File: config.mk
export PLATFORM = sky130hd
export DESIGN_NAME = beeper_arbiter
export DESIGN_NICKNAME = d
export VERILOG_FILES = /design/src/rtl/beeper_arbiter.sv
export SDC_FILE = /design/constraint.sdc
export NUM_CORES = 1
export LEC_CHECK = 0
export ABC_AREA = 1
export CORE_UTILIZATION = 51
export CTS_CLUSTER_SIZE = 28
export DETAILED_ROUTE_END_ITERATION = 6
export PLACE_DENSITY = 0.73
export SYNTH_ARGS = -nofsm -noshare
export SYNTH_HDL_FRONTEND = slang
export SYNTH_SLANG_ARGS = --single-unit
File: constraint.sdc
create_clock -name clk -period 1.6 [get_ports clk]
set_input_delay 0.16 -clock clk [delete_from_list [all_inputs] [get_ports clk]]
set_output_delay 0.16 -clock clk [all_outputs]
set_load 0.02 [all_outputs]
File: src/rtl/beeper_arbiter.sv
// Beeper tone-path arbiter: live keyboard play pre-empts the song autoplayer,
// with a release tail, silence gaps and articulation gaps between autoplay notes.
module beeper_arbiter #(
    parameter int unsigned HOLD_CYC  = 12000,
    parameter int unsigned GAP_CYC   = 60000,
    parameter int unsigned ARTIC_CYC = 6000,
    parameter int unsigned CNT_W     = 17
) (
    input  logic        clk,
    input  logic        rst_n,
    input  logic [15:0] manual_key,
    input  logic [15:0] auto_tone,
    input  logic [2:0]  mode,
    output logic [15:0] tone_out,
    output logic        src_manual,
    output logic        auto_pause,
    output logic        muted
);

    localparam int unsigned HOLD_EFF  = (HOLD_CYC  == 0) ? 1 : HOLD_CYC;
    localparam int unsigned GAP_EFF   = (GAP_CYC   == 0) ? 1 : GAP_CYC;
    localparam int unsigned ARTIC_EFF = (ARTIC_CYC == 0) ? 1 : ARTIC_CYC;

    localparam logic [CNT_W-1:0] HOLD_LD  = CNT_W'(HOLD_EFF - 1);
    localparam logic [CNT_W-1:0] GAP_LD   = CNT_W'(GAP_EFF - 1);
    localparam logic [CNT_W-1:0] ARTIC_LD = CNT_W'(ARTIC_EFF - 1);

    typedef enum logic [2:0] {
        S_IDLE,
        S_AUTO,
        S_MANUAL,
        S_HOLD,
        S_GAP,
        S_ARTIC
    } state_t;

    state_t           state;
    logic [CNT_W-1:0] cnt;
    logic [15:0]      latched;
    logic [15:0]      prev_auto;
    logic [2:0]       prev_mode;
    logic             lock;

    logic [15:0] key_sel;
    logic        press;
    logic        auto_on;
    logic        mode_chg;
    logic        cnt_zero;
    logic        take_manual;
    logic        tone_step;

    always_comb begin
        // Two's-complement trick isolates the lowest set bit.
        key_sel     = manual_key & (~manual_key + 16'd1);
        press       = |manual_key;
        auto_on     = |mode;
        mode_chg    = (mode != prev_mode);
        cnt_zero    = (cnt == '0);
        // A key still held across a mode change stays locked out until the gap
        // expires or the key is released and pressed again.
        take_manual = press && ((state != S_GAP) || !lock || cnt_zero);
        tone_step   = (prev_auto != '0) && (auto_tone != '0) && (auto_tone != prev_auto);
    end

    always_ff @(posedge clk or negedge rst_n) begin
        if (!rst_n) begin
            state      <= S_IDLE;
            cnt        <= '0;
            latched    <= '0;
            prev_auto  <= '0;
            prev_mode  <= '0;
            lock       <= 1'b0;
            tone_out   <= '0;
            src_manual <= 1'b0;
            auto_pause <= 1'b0;
            muted      <= 1'b0;
        end else begin
            prev_mode  <= mode;
            prev_auto  <= auto_tone;
            tone_out   <= '0;
            src_manual <= 1'b0;
            auto_pause <= 1'b0;
            muted      <= 1'b0;

            if (mode_chg) begin
                state      <= S_GAP;
                cnt        <= GAP_LD;
                latched    <= '0;
                lock       <= press;
                muted      <= 1'b1;
                auto_pause <= auto_on;
            end else if (take_manual) begin
                state      <= S_MANUAL;
                latched    <= key_sel;
                lock       <= 1'b0;
                tone_out   <= key_sel;
                src_manual <= 1'b1;
                auto_pause <= auto_on;
            end else begin
                case (state)
                    S_IDLE: begin
                        if (auto_on && (auto_tone != '0)) begin
                            state    <= S_AUTO;
                            tone_out <= auto_tone;
                        end
                    end

                    S_AUTO: begin
                        if (!auto_on) begin
                            state <= S_IDLE;
                        end else if (tone_step) begin
                            state <= S_ARTIC;
                            cnt   <= ARTIC_LD;
                            muted <= 1'b1;
                        end else begin
                            tone_out <= auto_tone;
                        end
                    end

                    S_MANUAL: begin
                        state      <= S_HOLD;
                        cnt        <= HOLD_LD;
                        tone_out   <= latched;
                        src_manual <= 1'b1;
                        auto_pause <= auto_on;
                    end

                    S_HOLD: begin
                        auto_pause <= auto_on;
                        if (cnt_zero) begin
                            state <= S_GAP;
                            cnt   <= GAP_LD;
                            lock  <= 1'b0;
                            muted <= 1'b1;
                        end else begin
                            cnt        <= cnt - CNT_W'(1);
                            tone_out   <= latched;
                            src_manual <= 1'b1;
                        end
                    end

                    S_GAP: begin
                        if (cnt_zero) begin
                            state <= S_IDLE;
                            lock  <= 1'b0;
                        end else begin
                            cnt        <= cnt - CNT_W'(1);
                            muted      <= 1'b1;
                            auto_pause <= auto_on;
                            if (!press) begin
                                lock <= 1'b0;
                            end
                        end
                    end

                    S_ARTIC: begin
                        if (cnt_zero) begin
                            state    <= S_AUTO;
                            tone_out <= auto_tone;
                        end else begin
                            cnt   <= cnt - CNT_W'(1);
                            muted <= 1'b1;
                        end
                    end

                    default: begin
                        state <= S_IDLE;
                    end
                endcase
            end
        end
    end

endmodule

==> out/qor.yml <==
status: "complete, but fails checks"
violations: "design-rule violations, negative setup slack"
dr_wl_met3_um: 1730
netlist_top_cells_area: "dfrtp_1, nand2_1, nand3_1"
startpoint_type: "register"
cts-root-buf: "clkbuf_8"
ys.flop_type: "dfrtp_1"
io_pins: 56
critPathRequiredTime_ps: 1900
finalHoldViolCount: 0
r2r_start: "cnt[2]$_DFFE_PN0P_"
seq_area_mm2: 0.00188
antenna_found_initial: 0
critical_path.top_delay_family: "simple AND/OR/NAND/NOR gates"
p_leak_nw: 3.82
top_layer_used: "met4"
cts-buffers-inserted: 9
fin_skew_ps: 12.8
syn_nets: 698
yosysWarnings: 0
grt_pass1_vias: 5342
synth-seq-area-share_pct: 40.6
drtIter0Drc: 602
nets: 906
wl_per_cell_um: 18.2
finalCritPeriodShare_pct: 120
insertion_delay_ps: 370
r2r-end: "latched[9]$_DFFE_PN0P_"
netlist_instances: 659
viasPerCell: 5.80
first_pass_iters: 7
diodes: 0
multi_input_area_mm2: 0.00287
ant_nets: 0
netlist.top_cell.by_area: "dfrtp_1"
area_growth_syn_to_layout_pct: 59.1
cp_slowest_cell: "dfrtp_1"
netlist.area_leader.share_pct: 40.6
final_layout_size_suffix_gt1_share_pct: 34.3
grt_pass1_wl_um: 25100
critPathKind: "register to register"
grt_use_total_pct: 33.3
synth.avg_cell_area_um2: 7.01
grt.overflow.total: 0
r2r_slack_ps: -310
worst-path-stages: 11
cp.arrival_ps: 2210
cts.sinks: 75
critPathBufInv: 2
cts_max_level: 3
clockBufferDepth: 2
max_stage_delay_ps: 400
power_density_mw_per_mm2: 661
fillCellCount: 489
die_w_um: 97.2
rows: 34
hp-class: "input pin to register"
cap_violations: 0
period_needed_ps: 1910
vias: 5686
ys_ff_latch: 75
crit_path_end_kind: "register"
cts.clk_slew.worst_paths_ps: 90
setup_viol: 56
synth.distinct_cells: 40
wl_met2_um: 8560
cts_tree: "yes"
numPortBuffers: 55
synth_edf_count: 0
grt_max_degree: 33
ir_worst_vdd_mv: 0.507
initial_utilization_pct: 52.7
gp_congestion: 0.960
synth_area_mm2: 0.00462
fin_ws_ps: -313
slew_headroom_pct: 64.2
layout_common_cells: "nand2_1, buf_4, nand3_1"
core_region_area_mm2: 0.00876
wl_met1_um: 6680
ff2ff_path_depth: 11
fp.dieArea_mm2: 0.00944
die_y_um: 97.2
hold_path_startpoint: "auto_tone[12]"
final_common_cell: "nand2_1"
rsz0062_at_grt: "true"
worst_slew_pin_slew_ps: 533
crit_fanout: 6
crit_chain: "nor2_2 -> nand3_2 -> nor2_4 -> nand2_4 -> nand3_4 -> nand2_4 -> buf_12 -> nor2_4 -> clkbuf_16 -> nand4_1 -> nand2_1"
power_mw: 4.86
whs_path_depth: 1
hold_end: "prev_auto[12]$_DFF_PN0_"
wl_um: 17900
synth_async_sr_flop_share_pct: 100
slew_viol_final: 0
clock.fmax_ghz: 0.523
drc: 7
worst_hold_slack_ps: 14.9
detailed_place_hpwl_um: 10700
## routing by layer
layer | track usage, % | vias up
met4 | 11.0 | 0
met2 | 56.2 | 386
met3 | 5.11 | 101
met5 | 0 | -
li1 | - | 2519
met1 | 43.7 | 2680
## flip-flops by register name (all words and copies together) (netlist names)
register	cells
cnt	17
latched	16
prev_auto	16
tone_out	16
prev_mode	3
state	3
auto_pause	1
lock	1
muted	1
src_manual	1
## metrics by stage
| step | worst slack [ps] | instances | TNS [ps] | instance area (µm²) | util (%) |
|---|---|---|---|---|---|
| 6_report | -313 | 980 | -11420 | 7350 | 83.9 |
| 5_1_grt | -400 | 980 | -15720 | 7350 | 83.9 |
| 4_1_cts | -191 | 968 | -6470 | 6870 | 78.4 |
| 3_5_place_dp | -462 | 941 | -20600 | 6300 | 71.9 |
| 3_3_place_gp | -385 | 941 | -18740 | 6300 | 71.9 |
| 2_1_floorplan | -26.4 | 659 | -544 | 4650 | - |
## cell usage after synthesis, types with 2 or more instances
| cell | instances |
|---|---|
| nor3_1 | 7 |
| nor2_4 | 5 |
| nor2_2 | 4 |
| or2_2 | 2 |
| nand2_4 | 2 |
| nand3_1 | 98 |
| buf_4 | 4 |
| inv_1 | 66 |
| o21a_1 | 2 |
| a21oi_1 | 22 |
| nor2_1 | 73 |
| clkbuf_1 | 4 |
| nand2_2 | 19 |
| nand4_1 | 13 |
| nand2_1 | 209 |
| inv_2 | 3 |
| buf_2 | 6 |
| ha_1 | 2 |
| xnor2_1 | 5 |
| nor3_2 | 2 |
| dfrtp_1 | 75 |
| xor2_1 | 6 |
| o21ai_0 | 8 |
| nand3b_1 | 6 |
## area by class of cell
class | instances | area share (%)
Clock buffer | 9 | 1.69
Clock inverter | 7 | 1.34
Inverter | 70 | 3.81
Multi-Input combinational cell | 498 | 39.1
Sequential cell | 75 | 25.6
Tap cell | 108 | 1.84
Timing Repair Buffer | 212 | 26.5
Timing Repair inverter | 1 | 0.102
## worst max-delay path by stage
stage	from	to	slack [ps]
2_1_floorplan	cnt[3]$_DFFE_PN0P_	tone_out[14]$_DFF_PN0_	-30
3_3_place_gp	auto_tone[13]	cnt[9]$_DFFE_PN0P_	-380
3_5_place_dp	auto_tone[13]	cnt[0]$_DFFE_PN0P_	-460
4_1_cts	cnt[10]$_DFFE_PN0P_	tone_out[14]$_DFF_PN0_	-190
5_1_grt	cnt[7]$_DFFE_PN0P_	latched[9]$_DFFE_PN0P_	-400
6_report	cnt[2]$_DFFE_PN0P_	latched[9]$_DFFE_PN0P_	-310
## kinds of logic after synthesis
| family | Yosys count | synth area share [%] |
|---|---|---|
| XOR/XNOR | 11 | 2.09 |
| AND/OR/NAND/NOR | 447 | 44.1 |
| adder cells (fa/ha/maj) | 2 | 0.542 |
| AO/OA/AOI/OAI | 37 | 4.63 |
| buffers and inverters | 87 | 7.96 |
| flip-flops | 75 | 40.6 |
## report_power, final
group	switching (mW)	leakage (nW)	internal, mW
clock network	0.802	0.110	0.889
logic	0.640	2.78	0.521
registers	0.0486	0.925	1.96
## timing repair
| action | in CTS | in global routing |
|---|---|---|
| hold endpoints to repair | 28 | 0 |
| endpoints found under the setup margin | 55 | 56 |
| buffers inserted | 10 | 10 |
| hold buffers | 1 | 0 |
| resized for setup | 59 | 92 |
| gates cloned | 2 | 4 |
| pin swaps | 24 | 44 |
(Power assumes the default switching activity.)
